$ cat src/rtl/pll_ctrl_pkg.sv
// Shared types and default constants for the ring-PLL control sequencer.
package pll_ctrl_pkg;

   localparam int unsigned       PllRatioW            = 8;
   localparam int unsigned       PllFracW             = 24;
   localparam logic [PllRatioW-1:0] PllDefaultRatio   = 8'd20;
   localparam int unsigned       PllLdoSettleCycles   = 256;
   localparam int unsigned       PllLockTimeoutCycles = 4096;
   localparam int unsigned       PllLockStableCycles  = 16;
   localparam int unsigned       PllSwitchCycles      = 4;

   typedef enum logic [2:0] {
      ST_OFF,
      ST_LDO_UP,
      ST_WAIT_LOCK,
      ST_LOCKED,
      ST_DESEL,
      ST_RESTART,
      ST_ERROR
   } pll_ctrl_state_e;

   typedef struct packed {
      logic                 enable;
      logic [PllRatioW-1:0] ratio;
      logic [PllFracW-1:0]  fraction;
      logic                 ssc_en;
   } pll_cfg_t;

   function automatic int unsigned max3(input int unsigned a, input int unsigned b,
                                        input int unsigned c);
      int unsigned m;
      m = (a > b) ? a : b;
      return (m > c) ? m : c;
   endfunction

endpackage

$ cat src/rtl/prim_flop_2sync.sv
// Two-flop synchronizer for bringing an asynchronous level into the clk_i domain.
module prim_flop_2sync #(
   parameter int unsigned      Width      = 1,
   parameter logic [Width-1:0] ResetValue = '0
) (
   input  logic             clk_i,
   input  logic             rst_ni,
   input  logic [Width-1:0] d_i,
   output logic [Width-1:0] q_o
);

   logic [Width-1:0] meta_reg;

   always_ff @(posedge clk_i or negedge rst_ni) begin
      if (!rst_ni) begin
         meta_reg <= ResetValue;
         q_o      <= ResetValue;
      end else begin
         meta_reg <= d_i;
         q_o      <= meta_reg;
      end
   end

endmodule

$ cat src/rtl/pll_ctrl.sv
// Power-up, lock, clock handoff, reconfiguration and power-down sequencer for the ring PLL.
module pll_ctrl
   import pll_ctrl_pkg::*;
#(
   parameter int unsigned       RatioW            = PllRatioW,
   parameter int unsigned       FracW             = PllFracW,
   parameter logic [RatioW-1:0] DefaultRatio      = PllDefaultRatio,
   parameter int unsigned       LdoSettleCycles   = PllLdoSettleCycles,
   parameter int unsigned       LockTimeoutCycles = PllLockTimeoutCycles,
   parameter int unsigned       LockStableCycles  = PllLockStableCycles,
   parameter int unsigned       SwitchCycles      = PllSwitchCycles
) (
   input  logic              clk_i,
   input  logic              rst_ni,
   input  logic              cfg_valid_i,
   output logic              cfg_ready_o,
   input  logic              cfg_enable_i,
   input  logic [RatioW-1:0] cfg_ratio_i,
   input  logic [FracW-1:0]  cfg_fraction_i,
   input  logic              cfg_ssc_en_i,
   input  logic              pll_lock_i,
   output logic              ldo_enable_o,
   output logic              pllen_o,
   output logic [RatioW-1:0] ratio_o,
   output logic [FracW-1:0]  fraction_o,
   output logic              ssc_en_o,
   output logic              bypass_o,
   output logic              clk_sel_o,
   output logic              locked_o,
   output logic              busy_o,
   output logic              err_timeout_o,
   output logic              err_lock_lost_o
);

   localparam int unsigned       CntW        = $clog2(max3(LdoSettleCycles, LockTimeoutCycles,
                                                           SwitchCycles) + 1);
   localparam logic [CntW-1:0]   LdoLast     = CntW'(LdoSettleCycles - 1);
   localparam logic [CntW-1:0]   TimeoutLast = CntW'(LockTimeoutCycles - 1);
   localparam logic [CntW-1:0]   SwitchLast  = CntW'(SwitchCycles - 1);
   localparam int unsigned       StabW       = $clog2(LockStableCycles + 1);
   localparam logic [StabW-1:0]  StabTarget  = StabW'(LockStableCycles);

   pll_ctrl_state_e  state_reg;
   pll_cfg_t         cfg_reg;
   logic [CntW-1:0]  cnt_reg;
   logic [CntW-1:0]  cnt_inc;
   logic [StabW-1:0] stab_reg;
   logic [StabW-1:0] stab_next;
   logic             lock_s;
   logic             accept;

   prim_flop_2sync #(
      .Width      (1),
      .ResetValue (1'b0)
   ) u_lock_sync (
      .clk_i  (clk_i),
      .rst_ni (rst_ni),
      .d_i    (pll_lock_i),
      .q_o    (lock_s)
   );

   assign cfg_ready_o = (state_reg == ST_OFF) || (state_reg == ST_LOCKED) ||
                        (state_reg == ST_ERROR);
   assign accept      = cfg_valid_i && cfg_ready_o;
   assign cnt_inc     = (cnt_reg == {CntW{1'b1}}) ? cnt_reg : cnt_reg + CntW'(1);

   // Run length of consecutive synchronized lock samples; saturates at the target.
   always_comb begin
      stab_next = '0;
      if (lock_s) begin
         stab_next = (stab_reg == StabTarget) ? stab_reg : stab_reg + StabW'(1);
      end
   end

   always_ff @(posedge clk_i or negedge rst_ni) begin
      if (!rst_ni) begin
         state_reg       <= ST_OFF;
         cfg_reg         <= '{enable: 1'b0, ratio: DefaultRatio, fraction: '0, ssc_en: 1'b0};
         cnt_reg         <= '0;
         stab_reg        <= '0;
         ldo_enable_o    <= 1'b0;
         pllen_o         <= 1'b0;
         ratio_o         <= DefaultRatio;
         fraction_o      <= '0;
         ssc_en_o        <= 1'b0;
         bypass_o        <= 1'b1;
         clk_sel_o       <= 1'b0;
         locked_o        <= 1'b0;
         busy_o          <= 1'b0;
         err_timeout_o   <= 1'b0;
         err_lock_lost_o <= 1'b0;
      end else begin
         cnt_reg  <= cnt_inc;
         stab_reg <= stab_next;

         // Divider settings only reach the PLL while it is disabled.
         if (accept) begin
            cfg_reg.enable <= cfg_enable_i;
            if (cfg_enable_i) begin
               cfg_reg.ratio    <= cfg_ratio_i;
               cfg_reg.fraction <= cfg_fraction_i;
               cfg_reg.ssc_en   <= cfg_ssc_en_i;
               if (!pllen_o) begin
                  ratio_o    <= cfg_ratio_i;
                  fraction_o <= cfg_fraction_i;
                  ssc_en_o   <= cfg_ssc_en_i;
               end
            end
         end

         case (state_reg)
            ST_OFF, ST_ERROR: begin
               if (accept && cfg_enable_i) begin
                  state_reg       <= ST_LDO_UP;
                  cnt_reg         <= '0;
                  ldo_enable_o    <= 1'b1;
                  busy_o          <= 1'b1;
                  err_timeout_o   <= 1'b0;
                  err_lock_lost_o <= 1'b0;
               end else if (accept && (state_reg == ST_ERROR)) begin
                  state_reg       <= ST_OFF;
                  err_timeout_o   <= 1'b0;
                  err_lock_lost_o <= 1'b0;
               end
            end
            ST_LDO_UP: begin
               if (cnt_reg == LdoLast) begin
                  state_reg <= ST_WAIT_LOCK;
                  cnt_reg   <= '0;
                  stab_reg  <= '0;
                  pllen_o   <= 1'b1;
               end
            end
            ST_WAIT_LOCK: begin
               if (stab_next == StabTarget) begin
                  state_reg <= ST_LOCKED;
                  cnt_reg   <= '0;
                  clk_sel_o <= 1'b1;
                  bypass_o  <= 1'b0;
                  locked_o  <= 1'b1;
                  busy_o    <= 1'b0;
               end else if (cnt_reg == TimeoutLast) begin
                  state_reg     <= ST_ERROR;
                  cnt_reg       <= '0;
                  pllen_o       <= 1'b0;
                  ldo_enable_o  <= 1'b0;
                  busy_o        <= 1'b0;
                  err_timeout_o <= 1'b1;
               end
            end
            ST_LOCKED: begin
               // A request takes priority over a simultaneous lock drop.
               if (accept || !lock_s) begin
                  state_reg <= accept ? ST_DESEL : ST_WAIT_LOCK;
                  cnt_reg   <= '0;
                  stab_reg  <= '0;
                  clk_sel_o <= 1'b0;
                  bypass_o  <= 1'b1;
                  locked_o  <= 1'b0;
                  busy_o    <= 1'b1;
                  if (!accept) begin
                     err_lock_lost_o <= 1'b1;
                  end
               end
            end
            ST_DESEL: begin
               if (cnt_reg == SwitchLast) begin
                  cnt_reg <= '0;
                  pllen_o <= 1'b0;
                  if (cfg_reg.enable) begin
                     state_reg  <= ST_RESTART;
                     ratio_o    <= cfg_reg.ratio;
                     fraction_o <= cfg_reg.fraction;
                     ssc_en_o   <= cfg_reg.ssc_en;
                  end else begin
                     state_reg    <= ST_OFF;
                     ldo_enable_o <= 1'b0;
                     busy_o       <= 1'b0;
                  end
               end
            end
            ST_RESTART: begin
               state_reg <= ST_WAIT_LOCK;
               cnt_reg   <= '0;
               stab_reg  <= '0;
               pllen_o   <= 1'b1;
            end
            default: begin
               state_reg <= ST_OFF;
            end
         endcase
      end
   end

endmodule

$ cat config.mk
export PLATFORM = sky130hd
export DESIGN_NAME = pll_ctrl
export DESIGN_NICKNAME = d
export VERILOG_FILES = /design/src/rtl/pll_ctrl_pkg.sv /design/src/rtl/prim_flop_2sync.sv /design/src/rtl/pll_ctrl.sv
export SDC_FILE = /design/constraint.sdc
export NUM_CORES = 1
export LEC_CHECK = 0
export CAP_MARGIN = 0
export CORE_UTILIZATION = 40
export CTS_CLUSTER_DIAMETER = 100
export DETAILED_ROUTE_END_ITERATION = 10
export PLACE_DENSITY = 0.7
export SETUP_SLACK_MARGIN = 0.2
export SYNTH_ARGS = -nofsm -noshare
export SYNTH_HDL_FRONTEND = slang
export SYNTH_SLANG_ARGS = --single-unit
$ cat constraint.sdc
create_clock -name clk_i -period 2.28 [get_ports clk_i]
set_clock_uncertainty 0.15 [all_clocks]
set_input_delay 0.456 -clock clk_i [delete_from_list [all_inputs] [get_ports clk_i]]
set_output_delay 0.456 -clock clk_i [all_outputs]
set_load 0.05 [all_outputs]
## Word-level counts from Yosys, hierarchy flattened

Index checks and enable logic that the tools add are counted.

- Input bits: 38
- Register bits: 97
- Output and inout port bits: 42
- Word-level logic and storage cells: 133

- Equality and inequality tests: 23
- Multiplexer cells: 66
- Add/sub/neg operators: 2
- Reductions and logical operators: 23

Operator list:

| kind | number |
|---|---|
| 24-bit two-way mux | 6 |
| 13-bit two-way mux | 7 |
| 13-bit case mux with 6 select lines | 1 |
| 8-bit two-way mux | 6 |
| 3-bit two-way mux | 9 |
| 1-bit two-way mux | 24 |
| 5-bit two-way mux | 4 |
| 3-bit case mux with 6 select lines | 1 |
| 2-bit inequality test (second input constant) | 8 |
| 5-bit case mux with 3 select lines | 1 |
| 13-bit by 1-bit adder with 13-bit output (second input constant) | 1 |
| 13-bit by 12-bit equality test with 1-bit output (second input constant) | 1 |
| 13-bit equality test (second input constant) | 1 |
| 13-bit by 2-bit equality test with 1-bit output (second input constant) | 1 |
| 13-bit by 8-bit equality test with 1-bit output (second input constant) | 1 |
| 6-bit AND reduction | 2 |
| 5-bit equality test (second input constant) | 2 |
| 5-bit AND reduction | 2 |
| 3-bit equality test (second input constant) | 3 |
| 1-bit case mux with 2 select lines | 4 |
| 1-bit case mux with 4 select lines | 2 |
| 4-bit AND reduction | 2 |
| 4-bit nonzero test | 2 |
| 3-bit by 2-bit equality test with 1-bit output (second input constant) | 2 |
| other kinds (14) | 21 |

## Logic depth before layout (Yosys ltp)

- Word-level depth: 8
- Mapped depth: 8
- Mapped depth without buffers: 7

## By module

A second synthesis with hierarchy kept.

- Cells, all modules: 425
- Area total of the unflattened synthesis: 4633.2 sq um

By module, submodules not included:

| module | instances | seq. area each (sq um) | cells an instance | area an instance (sq um) |
|---|---|---|---|---|
| pll_ctrl | 1 | 2383.5 | 423 | 4583.1 |
| prim_flop_2sync | 1 | 50.0 | 2 | 50.0 |

## Least setup slack after synthesis

No wires, ideal clock.

- Path type: reg2reg
- From: register stab_reg[0]
- To: register cnt_reg[5]
- Required time: 2011 ps
- Clock period less this slack: 2176 ps
- Setup time: 119 ps
- Arrival: 1907 ps
- Slack: 104 ps
- Path buffers: 1
- Cell stages (with the launch flop): 8
- Cell sequence: dfrtp_1 -> ha_1 -> nor3b_1 -> mux2i_1 -> a221o_2 -> a311oi_2 -> buf_6 -> nor2_1

- Cells in the longest elaborated chain, start to end: 6
- Elaborated cells between the ends (all ways): 7
- Those cells by class: 1 x add/sub; 2 x eq/ne; 4 x mux

RTL lines:

| element | line | RTL |
|---|---|---|
| start: declaration | pll_ctrl.sv:47 | `logic [StabW-1:0] stab_reg;` |
| start signal: assignment | pll_ctrl.sv:94 | `stab_reg <= stab_next;` |
| 5-bit by 1-bit adder with 5-bit output or 5-bit equality test (tied branches) | pll_ctrl.sv:71 | `stab_next = (stab_reg == StabTarget) ? stab_reg : stab_reg + StabW'(1);` |
| 5-bit two-way mux * | pll_ctrl.sv:71 |  |
| 5-bit two-way mux * | pll_ctrl.sv:70 | `if (lock_s) begin` |
| 5-bit equality test * | pll_ctrl.sv:135 | `if (stab_next == StabTarget) begin` |
| 13-bit two-way mux * | pll_ctrl.sv:135 |  |
| 13-bit case mux with 6 select lines * | pll_ctrl.sv:111 | `case (state_reg)` |
| end signal: assignment | pll_ctrl.sv:93 | `cnt_reg <= cnt_inc;` |
| end: declaration | pll_ctrl.sv:45 | `logic [CntW-1:0] cnt_reg;` |

Mark *: on every way between the ends. The rest lies on a longest branch, timed or not.
A chain may end at the register's enable or synchronous reset.

## Worst setup path after layout

- From: register stab_reg[0]
- To: register cnt_reg[10]

The elaborated chain is that of the path after synthesis.

==> summary.txt <==
Status
  – Run status: complete, no violations

Finish
  – Most frequent cells in the layout: 86 x dfrtp_1, 60 x nor2_1, 43 x buf_4
  – Commonest non-fill, non-tap cell in the layout: dfrtp_1
  – Fill count: just over 900
  – Multi-input logic area: between 0.002 and 0.0025 mm²
  – Layout Nets: around 590
  – Area Overhead vs Synth: 38.44%
  – Sequential cell area: ~0.0024 mm²
  – Non-Filler Instances: roughly 700
  – Number of diodes: 0
  – Fin area: approximately 0.0064 mm²
  – Max FFs per register: 34
  – Layout cells sized above 1: 0.2823

Placement
  – DP Wirelength: between 7000 and 8000 µm
  – Dpl cells: 650
  – Placed Area: between 0.005 and 0.006 mm²
  – GP Congestion: a little under 0.9
  – Pre-CTS setup slack: -0.06174 ns
  – # port buffers: 79

Detailed routing
  – Vias per cell: approximately 5.3
  – Vias post-DR: approximately 3.7k
  – Routed Antenna Nets: 0
  – Drt wl/cell: roughly 17 µm
  – WL final: around 12,000 µm
  – DR pass1 iterations: 4
  – Initial drt markers: 200
  – Remaining DRCs: 0

Setup path
  – R2R depth: 6
  – CP arrival: ~2.3 ns
  – Worst r2r src: stab_reg[0]$_DFF_PN0_
  – Critical setup path kind: flop to flop
  – R2r endpoint: cnt_reg[10]$_DFF_PN0_
  – Reg2Reg Setup Slack: ~0.084 ns
  – Crit Path Max Fanout: 6
  – Critical path endpoint category: flop
  – Required time of the critical path: about 2.4 ns
  – Worst Setup Start Kind: flop

Timing
  – Max-slew headroom: 0.6403
  – WHS: 0.2060 ns
  – Setup ws final: 0.08395 ns
  – Slew of the pin with the lowest slew margin: around 0.54 ns
  – Period utilisation layout: 0.9632
  – Crit path time final: around 2.2 ns
  – Final Setup Violations: 0
  – Final Max Slew Viols: 0
  – Final Hold Vio Count: 0
  – Fmax: roughly 0.46 GHz
  – RSZ-0062 raised after global routing: yes

Clock tree
  – TritonCTS clock tree: yes
  – Worst skew pair latency: 0.35 ns
  – CTS Buf Count: 9
  – Clk sinks: just under 100
  – Reg clk slew, reported paths: ~0.060 ns
  – H-tree depth: 3
  – Clock Tree Buf Depth: 2
  – CTS root buffer: clkbuf_16

GRT
  – Grt ovf: 0
  – Number of global-route vias before repair: between 3k and 4k
  – Pin count of the biggest net entering global routing: 67
  – Met1 Resource Use GR: 0.2445
  – First-pass GRT wire length: around 18,000 µm
  – Grt met2 use: 0.3095
  – Grt met3 use: 0.05320
  – GRT Total Usage: 0.1931
  – Initial antenna violation count: 0
  – Top Usage Layer GRT: met2

Power and ir drop
  – Switch Pwr: around 0.0038 W
  – Int Power: ~0.005 W
  – Pwr dens: about 1400 mW/mm²
  – Reg power frac: 0.333
  – VDD IR max: 0.8379 mV
  – Gate power share: 0.506
  – Share of power burned in the clock network: 0.162
  – Leakage power: approximately 2.7 nW
  – Sw Share: 0.4292

Yosys
  – Net Count, Synth: 465
  – Area contributors post-synth: dfrtp_1 50%, mux2_2 8.3%, mux2i_1 7.6%
  – EDFF count, synth: 0
  – XOR/XNOR share of the synthesized area: 0.02860
  – Area share of the largest cell type after synthesis: 0.5012
  – Mux share of post-synthesis cell area: 0.1596
  – Ys async rst share: 1.000
  – Most common flop cell mapped by yosys: dfrtp_1
  – Sequential share of the synthesized area: 0.5298
  – YS warnings: 0
  – Synth Area in Adders: 0.008172
  – Largest area contributor in the netlist: dfrtp_1
  – Simple-gate portion of the synthesized area: 0.1373
  – Flops & latches, synth: 97
  – Compound-cell area share of the yosys netlist: 0.1030
  – Syn Area/Cell: between 10 and 15 µm²
  – Largest family of logic cells by synthesized area: multiplexers
  – Netlist Area Pre-Place: about 0.0046 mm²
  – Post-Syn Instances: 424
  – Count of cell types in the netlist: 55

Die
  – Row count: 38
  – Initial Util: 0.4164
  – Die H: approximately 110 µm
  – Die area: between 0.01 and 0.015 mm²
  – Die width: 109.2 µm
  – Core Region: around 0.011 mm²
  – I/O pins: 80

Min path
  – Worst Hold Class: flop to flop
  – Worst Hold Depth: 0
  – Worst Hold Launch: u_lock_sync.meta_reg$_DFF_PN0_
  – WHS Endpoint: u_lock_sync.q_o$_DFF_PN0_

Job
  – Max-cap violations: 0
[metrics by stage]
stage | power (W) | util | TNS, ns
after floorplan | 0.005749 | - | 0
after global placement | 0.007052 | 0.5180 | 0
after detailed placement | 0.007174 | 0.5180 | -1.277
after CTS | 0.008547 | 0.5503 | 0
after global routing | 0.009387 | 0.5765 | 0
final | 0.008884 | 0.5765 | 0
[synth_stat cells (2+ instances only)]
cell type / n
mux2_2: 34
nand3_1: 7
a211oi_1: 2
nor4_1: 4
nand2_1: 14
xor2_1: 5
nor3_1: 10
o21a_1: 2
nand2b_1: 2
clkbuf_1: 15
o21ai_0: 13
or2_2: 2
nor2b_1: 2
dfrtp_1: 92
xnor2_1: 10
a21o_1: 2
nor3b_1: 5
dfstp_2: 5
o22ai_1: 2
mux2i_1: 35
a211o_1: 2
nand4_1: 3
o211ai_1: 3
buf_4: 4
ha_1: 3
a21oi_1: 40
nor2_1: 66
buf_2: 3
inv_1: 11
[metal layers]
metal	vias up	routed length, µm
li1	1729	-
met1	1818	5136
met2	90	5767
met3	19	632
met4	0	217
met5	-	0
[power groups by stage]
stage                     clock [W]  sequential (W)  combinational [W]
after global placement            0         0.00291            0.00414
after global routing        0.00155         0.00305            0.00479
after detailed placement          0         0.00295            0.00422
after CTS                   0.00146         0.00293            0.00416
after floorplan                   0         0.00401            0.00174
final                       0.00144         0.00295            0.00449
[worst max path at each step]
stage | from | endpoint | slack, ns | cells after the start
6_report | stab_reg[0]$_DFF_PN0_ | cnt_reg[10]$_DFF_PN0_ | 0.08 | 6
5_1_grt | stab_reg[0]$_DFF_PN0_ | cnt_reg[3]$_DFF_PN0_ | 0.03 | 8
4_1_cts | stab_reg[0]$_DFF_PN0_ | cnt_reg[2]$_DFF_PN0_ | 0.08 | 8
3_5_place_dp | cfg_valid_i | fraction_o[14]$_DFF_PN0_ | -0.06 | 6
3_3_place_gp | cfg_valid_i | fraction_o[5]$_DFF_PN0_ | 0.004 | 6
2_1_floorplan | stab_reg[0]$_DFF_PN0_ | cnt_reg[5]$_DFF_PN0_ | 0.12 | 8
[final cells by class]
class                           count  share of cell area
Clock buffer                       11             0.03975
Clock inverter                      4            0.004526
Inverter                           11            0.006494
Multi-Input combinational cell    293              0.3383
Sequential cell                    97              0.3839
Tap cell                          140             0.02755
Timing Repair Buffer              133              0.1995
[logic make-up (layout without fill, tap and decap cells)]
group | count (synthesis) | count (layout)
flops | 97 | 97
xor+xnor | 15 | 15
mux | 69 | 69
compound gates | 78 | 78
simple gates | 128 | 128
buf+inv | 34 | 159
fa+ha+maj | 3 | 3
[what timing repair did]
action                                 in CTS  in global routing
endpoints found under the hold margin      26                  0
buffers inserted                            9                  8
cloned                                      1                  5
hold buffers                                1                  0
gates resized for setup                    50                 41
pin swaps                                   4                 10
setup endpoints to repair                  88                 65
[critical path: stages (launching register included)]
cell      delay [ns]
dfrtp_2         0.45
and3_4          0.17
or3b_1          0.34
a221o_2         0.41
a311oi_4        0.31
buf_6           0.20
nor2_2          0.05
No activity file was read; power rests on OpenSTA's default activity.
